<file path="config.mk">
export PLATFORM = sky130hd
export DESIGN_NAME = wb_stage_flat
export DESIGN_NICKNAME = d
export VERILOG_FILES = /design/src/rtl/core_pkg.sv /design/src/rtl/wb_stage_if.sv /design/src/rtl/load_extend.sv /design/src/rtl/wb_stage.sv /design/src/flat_wrapper.sv
export SDC_FILE = /design/constraint.sdc
export NUM_CORES = 1
export LEC_CHECK = 0
export BUFFER_PORTS_ARGS = -buffer_cell sky130_fd_sc_hd__buf_2
export CAP_MARGIN = 5
export CORE_MARGIN = 2
export CORE_UTILIZATION = 50
export CTS_CLUSTER_SIZE = 8
export DETAILED_ROUTE_END_ITERATION = 10
export PLACE_DENSITY = 0.83
export RECOVER_POWER = 100
export SLEW_MARGIN = 20
export SYNTH_ARGS = -nofsm -noshare
export SYNTH_HDL_FRONTEND = slang
export SYNTH_SLANG_ARGS = --single-unit
</file>
<file path="constraint.sdc">
create_clock -name clk -period 5.5 [get_ports clk]
set_input_delay 0.825 -clock clk [delete_from_list [all_inputs] [get_ports clk]]
set_output_delay 0.825 -clock clk [all_outputs]
set_load 0.02 [all_outputs]
</file>
<file path="src/rtl/core_pkg.sv">
// Shared RV32I core definitions: datapath width, WB result-select encoding
// and the load funct3 codes decoded during writeback.
package core_pkg;
    localparam int XLEN = 32;

    typedef enum logic [1:0] {
        RES_ALU  = 2'b00,
        RES_LOAD = 2'b01,
        RES_PC4  = 2'b10,
        RES_RSVD = 2'b11
    } resultsrc_e;

    localparam logic [2:0] F3_LB  = 3'b000;
    localparam logic [2:0] F3_LH  = 3'b001;
    localparam logic [2:0] F3_LW  = 3'b010;
    localparam logic [2:0] F3_LBU = 3'b100;
    localparam logic [2:0] F3_LHU = 3'b101;
endpackage

</file>
<file path="src/rtl/wb_stage_if.sv">
// MEM->WB bus: the MEM-stage fields entering the stage and the register-file
// write triple (plus WB valid) leaving it.
interface wb_stage_if #(parameter int XLEN = 32);
    logic            mem_valid_i;
    logic            mem_regwrite_i;
    logic [4:0]      mem_rd_i;
    logic [1:0]      mem_resultsrc_i;
    logic [2:0]      mem_funct3_i;
    logic [XLEN-1:0] mem_alu_result_i;
    logic [XLEN-1:0] mem_rdata_i;
    logic [XLEN-1:0] mem_pcplus4_i;
    logic            rf_we_o;
    logic [4:0]      rf_a3_o;
    logic [XLEN-1:0] rf_wd_o;
    logic            wb_valid_o;

    modport master (
        output mem_valid_i, mem_regwrite_i, mem_rd_i, mem_resultsrc_i,
               mem_funct3_i, mem_alu_result_i, mem_rdata_i, mem_pcplus4_i,
        input  rf_we_o, rf_a3_o, rf_wd_o, wb_valid_o
    );

    modport slave (
        input  mem_valid_i, mem_regwrite_i, mem_rd_i, mem_resultsrc_i,
               mem_funct3_i, mem_alu_result_i, mem_rdata_i, mem_pcplus4_i,
        output rf_we_o, rf_a3_o, rf_wd_o, wb_valid_o
    );
endinterface

</file>
<file path="src/rtl/load_extend.sv">
// Selects the byte/half addressed by the load offset from the aligned memory
// word and sign- or zero-extends it according to funct3.
module load_extend
    import core_pkg::*;
#(
    parameter int LW_XLEN = 32
) (
    input  logic [2:0]         funct3_i,
    input  logic [1:0]         off_i,
    input  logic [LW_XLEN-1:0] rdata_i,
    output logic [LW_XLEN-1:0] data_o
);
    logic [7:0]  byte_sel;
    logic [15:0] half_sel;

    always_comb begin
        byte_sel = rdata_i[{off_i, 3'b000} +: 8];
        // Halfword offset bit 0 is deliberately ignored (misaligned halves not supported).
        half_sel = off_i[1] ? rdata_i[31:16] : rdata_i[15:0];
        unique case (funct3_i)
            F3_LB:   data_o = {{(LW_XLEN-8){byte_sel[7]}}, byte_sel};
            F3_LBU:  data_o = {{(LW_XLEN-8){1'b0}}, byte_sel};
            F3_LH:   data_o = {{(LW_XLEN-16){half_sel[15]}}, half_sel};
            F3_LHU:  data_o = {{(LW_XLEN-16){1'b0}}, half_sel};
            default: data_o = rdata_i;
        endcase
    end
endmodule

</file>
<file path="src/rtl/wb_stage.sv">
// MEM/WB pipeline register and writeback: result select, load extension,
// register-file write triple and the retired-instruction counter.
module wb_stage #(
    parameter int XLEN  = 32,
    parameter int CNT_W = 64
) (
    input  logic             clk,
    input  logic             rst_n,
    input  logic             stall_i,
    input  logic             flush_i,
    wb_stage_if.slave        bus,
    output logic [CNT_W-1:0] instret_o
);
    import core_pkg::*;

    typedef struct packed {
        logic            valid;
        logic            regwrite;
        logic [4:0]      rd;
        resultsrc_e      src;
        logic [2:0]      funct3;
        logic [XLEN-1:0] alu;
        logic [XLEN-1:0] rdata;
        logic [XLEN-1:0] pc4;
    } wb_t;

    wb_t              wb_q, wb_d;
    logic [CNT_W-1:0] instret_q, instret_d;
    logic [XLEN-1:0]  ld_data;
    logic [XLEN-1:0]  result;

    always_comb begin
        wb_d = wb_q;
        if (flush_i) begin
            wb_d = '0;
        end else if (!stall_i) begin
            wb_d.valid    = bus.mem_valid_i;
            wb_d.regwrite = bus.mem_regwrite_i;
            wb_d.rd       = bus.mem_rd_i;
            wb_d.src      = resultsrc_e'(bus.mem_resultsrc_i);
            wb_d.funct3   = bus.mem_funct3_i;
            wb_d.alu      = bus.mem_alu_result_i;
            wb_d.rdata    = bus.mem_rdata_i;
            wb_d.pc4      = bus.mem_pcplus4_i;
        end
        // Counts the instruction leaving WB; a flush does not cancel that.
        instret_d = instret_q + CNT_W'(wb_q.valid & ~stall_i);
    end

    always_ff @(posedge clk or negedge rst_n) begin
        if (!rst_n) begin
            wb_q      <= '0;
            instret_q <= '0;
        end else begin
            wb_q      <= wb_d;
            instret_q <= instret_d;
        end
    end

    load_extend #(.LW_XLEN(XLEN)) u_load_extend (
        .funct3_i (wb_q.funct3),
        .off_i    (wb_q.alu[1:0]),
        .rdata_i  (wb_q.rdata),
        .data_o   (ld_data)
    );

    always_comb begin
        unique case (wb_q.src)
            RES_ALU:  result = wb_q.alu;
            RES_LOAD: result = ld_data;
            RES_PC4:  result = wb_q.pc4;
            default:  result = '0;
        endcase
    end

    assign bus.rf_we_o    = wb_q.valid & wb_q.regwrite & (wb_q.rd != 5'd0);
    assign bus.rf_a3_o    = wb_q.rd;
    assign bus.rf_wd_o    = result;
    assign bus.wb_valid_o = wb_q.valid;
    assign instret_o      = instret_q;
endmodule

</file>
<file path="src/flat_wrapper.sv">
// flat-port wrapper written by rule: the top's interface ports become plain ports
module wb_stage_flat import core_pkg::*;
#(
    parameter int XLEN  = 32,
    parameter int CNT_W = 64
)
  (clk, rst_n, stall_i, flush_i, instret_o, bus_mem_valid_i, bus_mem_regwrite_i, bus_mem_rd_i, bus_mem_resultsrc_i, bus_mem_funct3_i, bus_mem_alu_result_i, bus_mem_rdata_i, bus_mem_pcplus4_i, bus_rf_we_o, bus_rf_a3_o, bus_rf_wd_o, bus_wb_valid_o);
  wb_stage_if #(.XLEN(XLEN)) bus_i ();
  input  logic clk;
  input  logic rst_n;
  input  logic stall_i;
  input  logic flush_i;
  output logic [CNT_W-1:0] instret_o;
  input wire logic [$bits(bus_i.mem_valid_i)-1:0] bus_mem_valid_i;
  input wire logic [$bits(bus_i.mem_regwrite_i)-1:0] bus_mem_regwrite_i;
  input wire logic [$bits(bus_i.mem_rd_i)-1:0] bus_mem_rd_i;
  input wire logic [$bits(bus_i.mem_resultsrc_i)-1:0] bus_mem_resultsrc_i;
  input wire logic [$bits(bus_i.mem_funct3_i)-1:0] bus_mem_funct3_i;
  input wire logic [$bits(bus_i.mem_alu_result_i)-1:0] bus_mem_alu_result_i;
  input wire logic [$bits(bus_i.mem_rdata_i)-1:0] bus_mem_rdata_i;
  input wire logic [$bits(bus_i.mem_pcplus4_i)-1:0] bus_mem_pcplus4_i;
  output wire logic [$bits(bus_i.rf_we_o)-1:0] bus_rf_we_o;
  output wire logic [$bits(bus_i.rf_a3_o)-1:0] bus_rf_a3_o;
  output wire logic [$bits(bus_i.rf_wd_o)-1:0] bus_rf_wd_o;
  output wire logic [$bits(bus_i.wb_valid_o)-1:0] bus_wb_valid_o;
  assign bus_i.mem_valid_i = bus_mem_valid_i;
  assign bus_i.mem_regwrite_i = bus_mem_regwrite_i;
  assign bus_i.mem_rd_i = bus_mem_rd_i;
  assign bus_i.mem_resultsrc_i = bus_mem_resultsrc_i;
  assign bus_i.mem_funct3_i = bus_mem_funct3_i;
  assign bus_i.mem_alu_result_i = bus_mem_alu_result_i;
  assign bus_i.mem_rdata_i = bus_mem_rdata_i;
  assign bus_i.mem_pcplus4_i = bus_mem_pcplus4_i;
  assign bus_rf_we_o = bus_i.rf_we_o;
  assign bus_rf_a3_o = bus_i.rf_a3_o;
  assign bus_rf_wd_o = bus_i.rf_wd_o;
  assign bus_wb_valid_o = bus_i.wb_valid_o;
  wb_stage #(.XLEN(XLEN), .CNT_W(CNT_W)) u_core (.clk(clk), .rst_n(rst_n), .stall_i(stall_i), .flush_i(flush_i), .bus(bus_i), .instret_o(instret_o));
endmodule
</file>
## Word level (Yosys, flattened, before mapping)

Cells that the tools add are included.

- Bits in registers: 172
- Bits in latches: 0
- Memory bits (writable): 0
- Memory bits (read-only): 0
- Input port bits: 112
- Output and inout port bits: 103
- Word-level logic and storage cells: 29
- Memories: 0

- Add/subtract/negate cells: 1
- $mul: 0
- Div/mod/pow operators: 0
- $lt $le $gt $ge: 0
- Equal/unequal tests: 6
- Shifts and indexed selects: 1
- Muxes and demuxes: 5
- Bitwise logic cells: 4
- Reductions and logical operators: 3

Operator list:

| kind | number |
|---|---|
| 108-bit 2-to-1 mux | 2 |
| 32-bit case mux with 4 select lines | 1 |
| 32-bit case mux with 3 select lines | 1 |
| 64-bit adder | 1 |
| 1-bit by 64-bit AND with 64-bit output | 1 |
| 1-bit NOT with 64-bit output | 1 |
| 32-bit by 6-bit variable part select with 8-bit output | 1 |
| 16-bit 2-to-1 mux | 1 |
| 3-bit == test (second input constant) | 2 |
| 5-bit nonzero test | 1 |
| 3-bit by 1-bit == test with 1-bit output (second input constant) | 1 |
| 3-bit logical NOT | 1 |
| 1-bit AND | 2 |
| 2-bit by 1-bit == test with 1-bit output (second input constant) | 1 |
| 2-bit == test (second input constant) | 1 |
| 2-bit logical NOT | 1 |
| 2-bit by 1-bit inequality test with 1-bit output (second input constant) | 1 |

## Longest topological paths before layout

Gate-level depths: netlist of the first run.

- Word-level depth: 3
- Gate-level depth with buffers: 11

## Modules after synthesis

A second synthesis of the first run with hierarchy kept.

- Cells, all modules: 830
- Area, all modules: 8826.0 µm²

Modules (own cells, without submodules):

| module | instances | cells an instance | area an instance (µm²) | seq. area each (µm²) |
|---|---|---|---|---|
| wb_stage | 1 | 734 | 7980.2 | 4304.1 |
| load_extend | 1 | 96 | 845.8 | 0.0 |

## Least setup slack after synthesis of the first run

Ideal clock, no wire load.

- Path type: input-to-reg
- From: in stall_i
- To: reg u_core.instret_q[63] (netlist: u_core.instret_o[63])
- Arrival time: 3.129 ns
- Required time: 5.421 ns
- Slack: 2.292 ns
- Cell stages on the path: 11
- Cells stage by stage: clkbuf_1 buf_2 buf_1 nor2b_1 ha_1 and2_2 nand2_4 or4_4 buf_6 nor4_4 xor2_1

- Word-level cells in the longest chain between the ends: 3

RTL lines:

| item | RTL line | source |
|---|---|---|
| start: declaration | flat_wrapper.sv:11 | `input logic stall_i;` |
| 1-bit NOT with 64-bit output | wb_stage.sv:47 | `instret_d = instret_q + CNT_W'(wb_q.valid & ~stall_i);` |
| 1-bit by 64-bit AND with 64-bit output | wb_stage.sv:47 |  |
| 64-bit adder | wb_stage.sv:47 |  |
| named net u_core.instret_d[63] | wb_stage.sv:28 | `logic [CNT_W-1:0] instret_q, instret_d;` |
| end signal: assignment | wb_stage.sv:56 | `instret_q <= instret_d;` |
| end: declaration | wb_stage.sv:28 |  |

The timed path passes the listed nets, and every way through them passes these cells.
A chain may end at the register's enable or synchronous reset.

## Final worst setup path of the first run

- From: in stall_i
- To: reg u_core.instret_q[59] (netlist: u_core.instret_o[59])

The elaborated chain is that of the path after synthesis.

==> results of run 1 <==
==> worst reg2reg max path: cells and delay by family (launching register included) <==
family / cells / cell delay [ps]
fa+ha+maj: 1 / 240
simple gates: 5 / 1820
flops: 1 / 410
xor+xnor: 1 / 190
==> cell type report <==
cell class	instances	area, um2	share of cell area (%)
flip-flops and latches	172	4310	42.3
well taps	220	275	2.71
clock inverters	15	199	1.96
repair buffers	220	991	9.74
clock buffers	17	425	4.18
multi-input cells	560	3940	38.7
inverters	6	22.5	0.221
diodes	5	12.5	0.123
==> worst paths after layout <==
check                                                  startpoint                        endpoint  slack (ps)  cells past startpoint
worst max-delay path                                      stall_i  u_core.instret_o[59]$_DFF_PN0_        1150                      8
worst min register to register     u_core.instret_o[63]$_DFF_PN0_  u_core.instret_o[63]$_DFF_PN0_         480                      1
max in group asynchronous                                   rst_n  u_core.instret_o[53]$_DFF_PN0_        3140                      2
worst min-delay path                                        rst_n     u_core.wb_q[41]$_DFFE_PN0P_         440                      1
worst max register to register  u_core.bus.wb_valid_o$_DFFE_PN0P_  u_core.instret_o[59]$_DFF_PN0_        2740                      7
min in group clk                   u_core.instret_o[63]$_DFF_PN0_  u_core.instret_o[63]$_DFF_PN0_         480                      1
==> cell usage in the layout, fill, tap and decap left out, types with 6 or more instances in the layout <==
cell and count:
sky130_fd_sc_hd__xor2_1 20, sky130_fd_sc_hd__and3_1 10, sky130_fd_sc_hd__inv_1 6, sky130_fd_sc_hd__nor3_1 16
sky130_fd_sc_hd__buf_2 109, sky130_fd_sc_hd__xnor2_1 42, sky130_fd_sc_hd__nand4_1 25, sky130_fd_sc_hd__nand2_1 31
sky130_fd_sc_hd__clkbuf_1 104, sky130_fd_sc_hd__a21oi_1 14, sky130_fd_sc_hd__dfrtp_1 171, sky130_fd_sc_hd__clkbuf_16 17
sky130_fd_sc_hd__nor2_1 127, sky130_fd_sc_hd__o221ai_1 6, sky130_fd_sc_hd__a211oi_1 7, sky130_fd_sc_hd__nor3b_1 6
sky130_fd_sc_hd__mux2i_1 142, sky130_fd_sc_hd__a221o_1 9, sky130_fd_sc_hd__nand3_1 25, sky130_fd_sc_hd__nor2b_1 25
sky130_fd_sc_hd__o22ai_1 21
==> per-layer routing <==
| layer | vias to the layer above | part of all wire (%) |
|---|---|---|
| met2 | 292 | 46 |
| met5 | - | 0.12 |
| met4 | 4 | 2.7 |
| li1 | 3155 | - |
| met1 | 3292 | 43 |
| met3 | 48 | 8.3 |
==> cell families (layout without fill, tap and decap cells) <==
| logic type | Yosys count | count (layout) | synth area share (%) |
|---|---|---|---|
| AND/OR/NAND/NOR | 291 | 291 | 17.4 |
| flip-flops | 172 | 172 | 50.4 |
| multiplexers | 145 | 145 | 17.4 |
| XOR/XNOR | 62 | 62 | 6.36 |
| AO/OA/AOI/OAI | 60 | 60 | 4.94 |
| buffers and inverters | 60 | 258 | 3.12 |
| adder cells (fa/ha/maj) | 2 | 2 | 0.293 |
| other | 0 | 5 | 0 |
==> power by group through the flow <==
stage               Combinational, mW  Clock, mW  Sequential [mW]
detailed placement              0.381          0             1.40
CTS                             0.384       1.30             1.38
global route                    0.411       1.36             1.39
floorplan                       0.224          0             1.40
finish                          0.378       1.28             1.38
global placement                0.372          0             1.40
==> Yosys cell counts (5+ instances only) <==
| cell type | instances | area share (%) |
|---|---|---|
| sky130_fd_sc_hd__a21oi_1 | 14 | 0.82 |
| sky130_fd_sc_hd__inv_1 | 6 | 0.26 |
| sky130_fd_sc_hd__clkbuf_1 | 34 | 1.5 |
| sky130_fd_sc_hd__o22ai_1 | 21 | 1.5 |
| sky130_fd_sc_hd__o221ai_1 | 6 | 0.62 |
| sky130_fd_sc_hd__dfrtp_1 | 172 | 50 |
| sky130_fd_sc_hd__mux2i_1 | 142 | 17 |
| sky130_fd_sc_hd__nor2b_1 | 25 | 1.8 |
| sky130_fd_sc_hd__a211oi_1 | 7 | 0.62 |
| sky130_fd_sc_hd__nor3b_1 | 6 | 0.53 |
| sky130_fd_sc_hd__nand4_1 | 25 | 1.8 |
| sky130_fd_sc_hd__and3_1 | 10 | 0.73 |
| sky130_fd_sc_hd__nand3_1 | 25 | 1.5 |
| sky130_fd_sc_hd__xor2_1 | 20 | 2.1 |
| sky130_fd_sc_hd__xnor2_1 | 42 | 4.3 |
| sky130_fd_sc_hd__nor2_1 | 127 | 5.6 |
| sky130_fd_sc_hd__a221o_1 | 9 | 1.1 |
| sky130_fd_sc_hd__buf_2 | 6 | 0.35 |
| sky130_fd_sc_hd__buf_4 | 5 | 0.44 |
| sky130_fd_sc_hd__buf_1 | 7 | 0.31 |
| sky130_fd_sc_hd__nor3_1 | 16 | 0.94 |
| sky130_fd_sc_hd__nand2_1 | 30 | 1.3 |
==> flip-flops by register name, summed over array words and instances (netlist names) <==
signal / count
u_core.wb_q: 102
u_core.bus.wb_valid_o: 1
u_core.bus.rf_a3_o: 5
u_core.instret_o: 64
==> flow_metrics.tcl, run 1 <==
set metrics [dict create \
    status "finished, violations left" \
    failed_checks "capacitance limit, slew limit" \
    net_count_reported_at_finish 1091 \
    synth_flop_type "sky130_fd_sc_hd__dfrtp_1" \
    synth_enable_flop_cells 0 \
    postSynthAreaPerCell_um2 10.8 \
    least_margin_pin_slew_ps 2470 \
    internal_power_mw 2.21 \
    synth.cell_area_um2 8530 \
    grtUsageTotal_pct 25.0 \
    drc_errors 0 \
    detail_route.vias_per_cell 5.59 \
    fin_tns_setup_ps 0 \
    crit_top_cell "sky130_fd_sc_hd__nand4_1" \
    nFillCells 1391 \
    cts_tree "yes" \
    design.core.area_um2 16600 \
    synth_seq_area_share_pct 50.4 \
    kind_of_path_behind_the_tightest_hold_check "input port to asynchronous set/reset pin" \
    slew_headroom_pct -64.7 \
    stdcell_count 1215 \
    share_seq_of_total_power_pct 45.5 \
    cp_data_required_time_ps 5810 \
    busiest_metal_layer_after_global_routing "met2" \
    first_pass_grt_wire_length_um 35300 \
    overflow 0 \
    fp-row-count 47 \
    maxCapViolCount 2 \
    drive_above_1_share_pct 16.2 \
    cp.arrival_ps 4660 \
    total_power_mw 3.04 \
    drt_wl_total_um 22500 \
    die_width_um 135 \
    clkSlewWorstSetupHoldPaths_ps 70 \
    crit_path_top_delay_cell "sky130_fd_sc_hd__clkbuf_2" \
    layout_setup_ws_ps 1150 \
    grt_max_degree 109 \
    critPathBufInv 1 \
    place_inst 1178 \
    cts_setup_buffers 0 \
    use_met2_pct 37.3 \
    fin_hold_ws_ps 442 \
    antenna_violating_nets_post_route 0 \
    first_pass_iters 5 \
    crit_fanout 74 \
    comb_power_share_pct 12.4 \
    worstPathCellList "clkbuf_2, nor2b_1, ha_1, and2_0, nand4_1, nor4_2, nand4_1, xnor2_1" \
    clkSinkCount 172 \
    p_leak_nw 4.89 \
    cts.root.buffer_cell "sky130_fd_sc_hd__clkbuf_16" \
    irDropWorstVdd_uv 220 \
    synthesis.instances 792 \
    hold_fix_buffers_at_cts 0 \
    routedWlPerCell_um 18.5 \
    area_growth_pct 19.2 \
    postCtsResizedCells 0 \
    finClkSkew_ps 13.4 \
    gp_congestion 0.855 \
    via_count_of_the_first_global_routing_pass 6631 \
    use_met3_pct 6.98 \
    critical_path.startpoint_type "input port" \
    grt_util_met1_pct 34.3 \
    hpwlAfterDp_um 15100 \
    worstSetupEndpointType "flip-flop" \
    final_area_um2 10200 \
    yosysUniqueCellTypes 43 \
    postPlaceCellArea_um2 9700 \
    core_util_final_pct 61.1 \
    pin_count 215 \
    syn_nets 906 \
    initial_antenna_violation_count 7 \
    final-max-slew-violation-count 104 \
    clock_path_buffers 2 \
    finalHoldViolCount 0 \
    cp_slowest_stage_delay_ps 1230 \
    final-setup-viol-count 0 \
    p_clk_share_pct 42.1 \
    placement.io_buffers 214 \
    initial_utilization_pct 51.3 \
    dpl_worst_slack_ps 2060 \
    clock_tree.htree_level_count 4 \
    postSynth.asyncResetShare_pct 100 \
    numCtsBuffers 17 \
    ys.warnings.count 0 \
    criticalPathCategory "input port to flip-flop" \
    chipHeight_um 135 \
    layout_worst_path_cycle_share_pct 79.2 \
    timing.fmax_mhz 230 \
    floorplan.die_area_um2 18100 \
    vias 6791 \
    power_density_nw_per_um2 299 \
    clk_latency_ps 430 \
    worst_path_dominant_cell_family "simple AND/OR/NAND/NOR gates" \
    p_sw_share_pct 27.4 \
    grt_setup_unrepaired "no" \
    net-switching-power_uw 832 \
    starting_drc_count_in_detailed_routing 568 \
    post-route-min-period_ps 4350 \
    ys_ff_latch 172 \
]
No activity file was read; power rests on OpenSTA's default activity.
==> run 2, diff against run 1 <==
--- a/config.mk
+++ b/config.mk
@@ -8,7 +8,7 @@
 export BUFFER_PORTS_ARGS = -buffer_cell sky130_fd_sc_hd__buf_2
 export CAP_MARGIN = 5
 export CORE_MARGIN = 2
-export CORE_UTILIZATION = 50
+export CORE_UTILIZATION = 48
 export CTS_CLUSTER_SIZE = 8
 export DETAILED_ROUTE_END_ITERATION = 10
 export PLACE_DENSITY = 0.83
==> constraint.sdc (replaced) <==
create_clock -name clk -period 3.7 [get_ports clk]
set_input_delay 0.555 -clock clk [delete_from_list [all_inputs] [get_ports clk]]
set_output_delay 0.555 -clock clk [all_outputs]
set_load 0.02 [all_outputs]
==> flow_metrics.tcl, run 2 (same netlist as run 1, synthesis figures left out) <==
set metrics [dict create \
    status "finished, violations left" \
    failed_checks "capacitance limit, slew limit" \
    irDropWorstVdd_uv 312 \
    chipHeight_um 137 \
    layout_setup_ws_ps 397 \
    cp.arrival_ps 2750 \
    hold_fix_buffers_at_cts 0 \
    gp_congestion 0.904 \
    grt_setup_unrepaired "no" \
    r2r_cells 7 \
    final_area_um2 10200 \
    numCtsBuffers 17 \
    finalHoldViolCount 0 \
    starting_drc_count_in_detailed_routing 432 \
    first_pass_iters 6 \
    cp_data_required_time_ps 3140 \
    layout_worst_path_cycle_share_pct 89.3 \
    p_leak_nw 4.91 \
    overflow 0 \
    worstSetupEndpointType "output port" \
    cp_slowest_stage_delay_ps 550 \
    final-max-slew-violation-count 200 \
    mostFrequentLayoutCell "sky130_fd_sc_hd__dfrtp_1" \
    area_growth_pct 19.4 \
    r2r_start "u_core.bus.wb_valid_o$_DFFE_PN0P_" \
    design.core.area_um2 17400 \
    kind_of_path_behind_the_tightest_hold_check "input port to flip-flop" \
    slew_headroom_pct -52.6 \
    via_count_of_the_first_global_routing_pass 6570 \
    least_margin_pin_slew_ps 2290 \
    p_sw_share_pct 27.2 \
    floorplan.die_area_um2 18900 \
    power_density_nw_per_um2 436 \
    postPlaceCellArea_um2 9750 \
    first_pass_grt_wire_length_um 34700 \
    timing.fmax_mhz 303 \
    finClkSkew_ps 7.84 \
    timing.rr.end "u_core.instret_o[56]$_DFF_PN0_" \
    crit_path_top_delay_cell "sky130_fd_sc_hd__mux4_2" \
    hpwlAfterDp_um 15800 \
    share_seq_of_total_power_pct 46.2 \
    cts_setup_buffers 0 \
    area_of_combinational_cells_with_multiple_inputs_um2 3930 \
    post-route-min-period_ps 3300 \
    initial_utilization_pct 49.2 \
    critical_path.startpoint_type "flip-flop" \
    die_width_um 137 \
    layout.cells.most_common_list "sky130_fd_sc_hd__dfrtp_1 (171), sky130_fd_sc_hd__mux2i_1 (142), sky130_fd_sc_hd__nor2_1 (127)" \
    antenna_violating_nets_post_route 0 \
    worstPathCellList "mux4_2, o211a_1, o21ai_0, clkbuf_2, o22ai_1, clkbuf_1" \
    stdcell_count 1224 \
    clock_tree.htree_level_count 4 \
    r2r_setup_slack_ps 810 \
    regArea_um2 4310 \
    largest_register_ffs 102 \
    clkSlewWorstSetupHoldPaths_ps 70 \
    pin_count 215 \
    drt_wl_total_um 22300 \
    criticalPathCategory "flip-flop to output port" \
    whs_endpoint "u_core.wb_q[38]$_DFFE_PN0P_" \
    grtUsageTotal_pct 23.9 \
    internal_power_mw 3.23 \
    clk_latency_ps 420 \
    nFillCells 1510 \
    postCtsResizedCells 0 \
    worst_hold_path_startpoint "bus_mem_rdata_i[6]" \
    initial_antenna_violation_count 6 \
    clock_path_buffers 2 \
    drc_errors 0 \
    routedWlPerCell_um 18.2 \
    detail_route.vias_per_cell 5.55 \
    dpl_worst_slack_ps 891 \
    final-setup-viol-count 0 \
    vias 6797 \
    top_register "u_core.wb_q" \
    drive_above_1_share_pct 16.8 \
    fp-row-count 48 \
    net_count_reported_at_finish 1095 \
    crit_fanout 15 \
    clkSinkCount 172 \
    cts.root.buffer_cell "sky130_fd_sc_hd__clkbuf_16" \
    cts_tree "yes" \
    p_clk_share_pct 41.4 \
    comb_power_share_pct 12.4 \
    fin_tns_setup_ps 0 \
    maxCapViolCount 2 \
    grt_max_degree 109 \
    holdPathStages 3 \
    net-switching-power_mw 1.21 \
    place_inst 1187 \
    placement.io_buffers 214 \
    core_util_final_pct 58.7 \
]
-- run 2: cell count changes in the layout (fill, tap and decap cells not counted), moves of 2 or more --
cell,change
sky130_fd_sc_hd__buf_2,+3
sky130_fd_sc_hd__buf_4,+2
sky130_fd_sc_hd__clkbuf_1,-3
sky130_fd_sc_hd__clkbuf_2,+2
sky130_fd_sc_hd__clkbuf_8,+2
sky130_fd_sc_hd__clkinv_4,+3
sky130_fd_sc_hd__inv_8,-2
-- run 2: power by group through the flow --
stage	clock network (mW)	logic, mW	registers (mW)
2_1_floorplan	0	0.334	2.08
3_3_place_gp	0	0.556	2.08
3_5_place_dp	0	0.566	2.09
4_1_cts	1.87	0.569	2.05
5_1_grt	1.93	0.606	2.07
6_report	1.84	0.550	2.05
-- run 2: worst max-delay path by stage --
stage                                       from                             end  slack (ps)  cells after the start
detailed placement                       stall_i  u_core.instret_o[56]$_DFF_PN0_         890                      8
global placement                         stall_i  u_core.instret_o[54]$_DFF_PN0_         950                      8
floorplan                                stall_i  u_core.instret_o[63]$_DFF_PN0_         760                     11
global route         u_core.wb_q[96]$_DFFE_PN0P_                  bus_rf_wd_o[5]         220                      7
finish               u_core.wb_q[64]$_DFFE_PN0P_                 bus_rf_wd_o[31]         400                      6
CTS                 u_core.wb_q[100]$_DFFE_PN0P_                 bus_rf_wd_o[12]         580                      5
-- run 2: critical path, delay by kind of cell (launching register included) --
kind | cells | cell delay, ps
DFF | 1 | 470
buffers and inverters | 2 | 600
AOI/OAI and AO/OA | 3 | 690
muxes | 1 | 550
-- run 2: per-layer routing --
metal  track usage (%)  up-vias  wire, um
met5                 0        -        27
met1              31.4     3294      9380
li1                  -     3180         -
met3              7.43       40      1980
met4              8.53        4       507
met2              37.5      279     10400
-- run 2: cell type report --
class	count	area share (%)
clock buffers	19	4.44
well taps	225	2.76
inverters	6	0.221
clock inverters	13	1.53
diodes	5	0.123
flip-flops and latches	172	42.2
multi-input cells	560	38.6
repair buffers	224	10.1
-- run 2: metrics by stage --
step,power (mW),hold WS (ps)
after floorplan,2.41,259
after global placement,2.64,456
after detailed placement,2.65,463
after CTS,4.49,213
after global routing,4.60,363
final,4.44,369
==> run 3, diff against run 2 <==
--- a/config.mk
+++ b/config.mk
@@ -8,11 +8,12 @@
 export BUFFER_PORTS_ARGS = -buffer_cell sky130_fd_sc_hd__buf_2
 export CAP_MARGIN = 5
 export CORE_MARGIN = 2
-export CORE_UTILIZATION = 48
+export CORE_UTILIZATION = 50
 export CTS_CLUSTER_SIZE = 8
 export DETAILED_ROUTE_END_ITERATION = 10
 export PLACE_DENSITY = 0.83
 export RECOVER_POWER = 100
+export SKIP_CTS_REPAIR_TIMING = 1
 export SLEW_MARGIN = 20
 export SYNTH_ARGS = -nofsm -noshare
 export SYNTH_HDL_FRONTEND = slang
==> constraint.sdc (replaced) <==
create_clock -name clk -period 4.1 [get_ports clk]
set_input_delay 0.615 -clock clk [delete_from_list [all_inputs] [get_ports clk]]
set_output_delay 0.615 -clock clk [all_outputs]
set_load 0.02 [all_outputs]
==> flow_metrics.tcl, run 3 (same netlist as run 1, synthesis figures left out) <==
set metrics [dict create \
    drc_errors 0 \
    p_leak_nw 4.82 \
    clkSinkCount 172 \
    place_inst 1181 \
    die_width_um 135 \
    busiest_metal_layer_after_global_routing "met2" \
    routedWlPerCell_um 17.9 \
    layout_worst_path_cycle_share_pct 82.8 \
    post-route-min-period_ps 3400 \
    grt_util_met1_pct 33.9 \
    slew_headroom_pct -44.9 \
    largest_register_ffs 102 \
    kind_of_path_behind_the_tightest_hold_check "input port to flip-flop" \
    cts_tree "yes" \
    grt_setup_unrepaired "no" \
    use_met2_pct 38.0 \
    area_growth_pct 18.2 \
    clk_latency_ps 420 \
    clkSlewWorstSetupHoldPaths_ps 70 \
    initial_utilization_pct 51.3 \
    gp_congestion 0.919 \
    drt_wl_total_um 21800 \
    overflow 0 \
    failed_checks "capacitance limit, slew limit" \
    design.core.area_um2 16600 \
    detail_route.vias_per_cell 5.60 \
    clock_path_buffers 2 \
    r2r_cells 7 \
    crit_fanout 23 \
    floorplan.die_area_um2 18100 \
    finClkSkew_ps 9.33 \
    least_margin_pin_slew_ps 2170 \
    final-setup-viol-count 0 \
    irDropWorstVdd_uv 384 \
    cp_data_required_time_ps 3480 \
    power_density_nw_per_um2 383 \
    chipHeight_um 135 \
    fin_hold_ws_ps 428 \
    total_power_mw 3.86 \
    fp-row-count 47 \
    cts.root.buffer_cell "sky130_fd_sc_hd__clkbuf_16" \
    numCtsBuffers 17 \
    hpwlAfterDp_um 15400 \
    cp.arrival_ps 2780 \
    use_met3_pct 6.27 \
    stdcell_count 1215 \
    final-max-slew-violation-count 193 \
    timing.fmax_mhz 294 \
    criticalPathCategory "flip-flop to output port" \
    layout.cells.most_common_list "sky130_fd_sc_hd__dfrtp_1 (171), sky130_fd_sc_hd__mux2i_1 (142), sky130_fd_sc_hd__nor2_1 (127)" \
    maxCapViolCount 2 \
    grtUsageTotal_pct 24.5 \
    top_register "u_core.wb_q" \
    holdPathStages 3 \
    vias 6798 \
    status "finished, violations left" \
    initial_antenna_violation_count 3 \
    placement.io_buffers 214 \
    grt_max_degree 109 \
    mostFrequentLayoutCell "sky130_fd_sc_hd__dfrtp_1" \
    critical_path.startpoint_type "flip-flop" \
    first_pass_grt_wire_length_um 34800 \
    net_count_reported_at_finish 1094 \
    drive_above_1_share_pct 16.3 \
    starting_drc_count_in_detailed_routing 568 \
    via_count_of_the_first_global_routing_pass 6608 \
    fin_tns_setup_ps 0 \
    worstSetupEndpointType "output port" \
    finalHoldViolCount 0 \
    first_pass_iters 5 \
    clock_tree.htree_level_count 4 \
    pin_count 215 \
    antenna_violating_nets_post_route 0 \
]
[run 3: cell count changes in the layout (fill, tap and decap cells not counted), sizes merged]
cell / change
clkinvlp: +4
buf: -2
bufinv: -2
diode: -3
inv: -2
clkinv: +1
[run 3: path summary, 6_finish.rpt]
path,start,slack [ps],endpoint
min in group asynchronous,rst_n,760,u_core.wb_q[40]$_DFFE_PN0P_
worst max-delay path,u_core.wb_q[65]$_DFFE_PN0P_,700,bus_rf_wd_o[15]
worst min register to register,u_core.instret_o[63]$_DFF_PN0_,470,u_core.instret_o[63]$_DFF_PN0_
worst min-delay path,bus_mem_alu_result_i[20],430,u_core.wb_q[84]$_DFFE_PN0P_
max in group asynchronous,rst_n,1020,u_core.wb_q[100]$_DFFE_PN0P_
worst max register to register,u_core.bus.wb_valid_o$_DFFE_PN0P_,1240,u_core.instret_o[40]$_DFF_PN0_
[run 3: metal layers]
| layer | vias up | wire, um |
|---|---|---|
| met5 | - | 21 |
| met4 | 4 | 395 |
| met3 | 30 | 1620 |
| met2 | 274 | 10300 |
| met1 | 3320 | 9460 |
| li1 | 3170 | - |
[run 3: worst max-delay path, stage by stage (launching register included)]
cell,delay [ps]
sky130_fd_sc_hd__dfrtp_1,920
sky130_fd_sc_hd__mux4_2,420
sky130_fd_sc_hd__a21oi_1,210
sky130_fd_sc_hd__nor3_1,90
sky130_fd_sc_hd__clkbuf_1,220
sky130_fd_sc_hd__a221o_1,330
sky130_fd_sc_hd__clkbuf_1,180
[run 3: cell type report]
class / instances / area (um2)
fillers: 1413 / 6560
flip-flops and latches: 172 / 4310
multi-input cells: 560 / 3910
repair buffers: 223 / 1010
clock buffers: 18 / 439
well taps: 220 / 275
clock inverters: 14 / 114
inverters: 6 / 22.5
diodes: 2 / 5.00
[run 3: power by group]
part | internal [mW] | leakage (nW) | switching, mW | total [mW]
Sequential | 1.77 | 2.31 | 0.0841 | 1.86
Combinational | 0.194 | 2.25 | 0.292 | 0.486
Clock | 0.804 | 0.259 | 0.710 | 1.51
[run 3: through the flow]
stage	worst slack (ps)	utilization, %	instance area, um2
after CTS	771	61.8	10300
final	703	60.6	10100
after global routing	381	60.6	10100
after global placement	1270	58.5	9740
after detailed placement	1180	58.5	9740
after floorplan	1100	-	8530
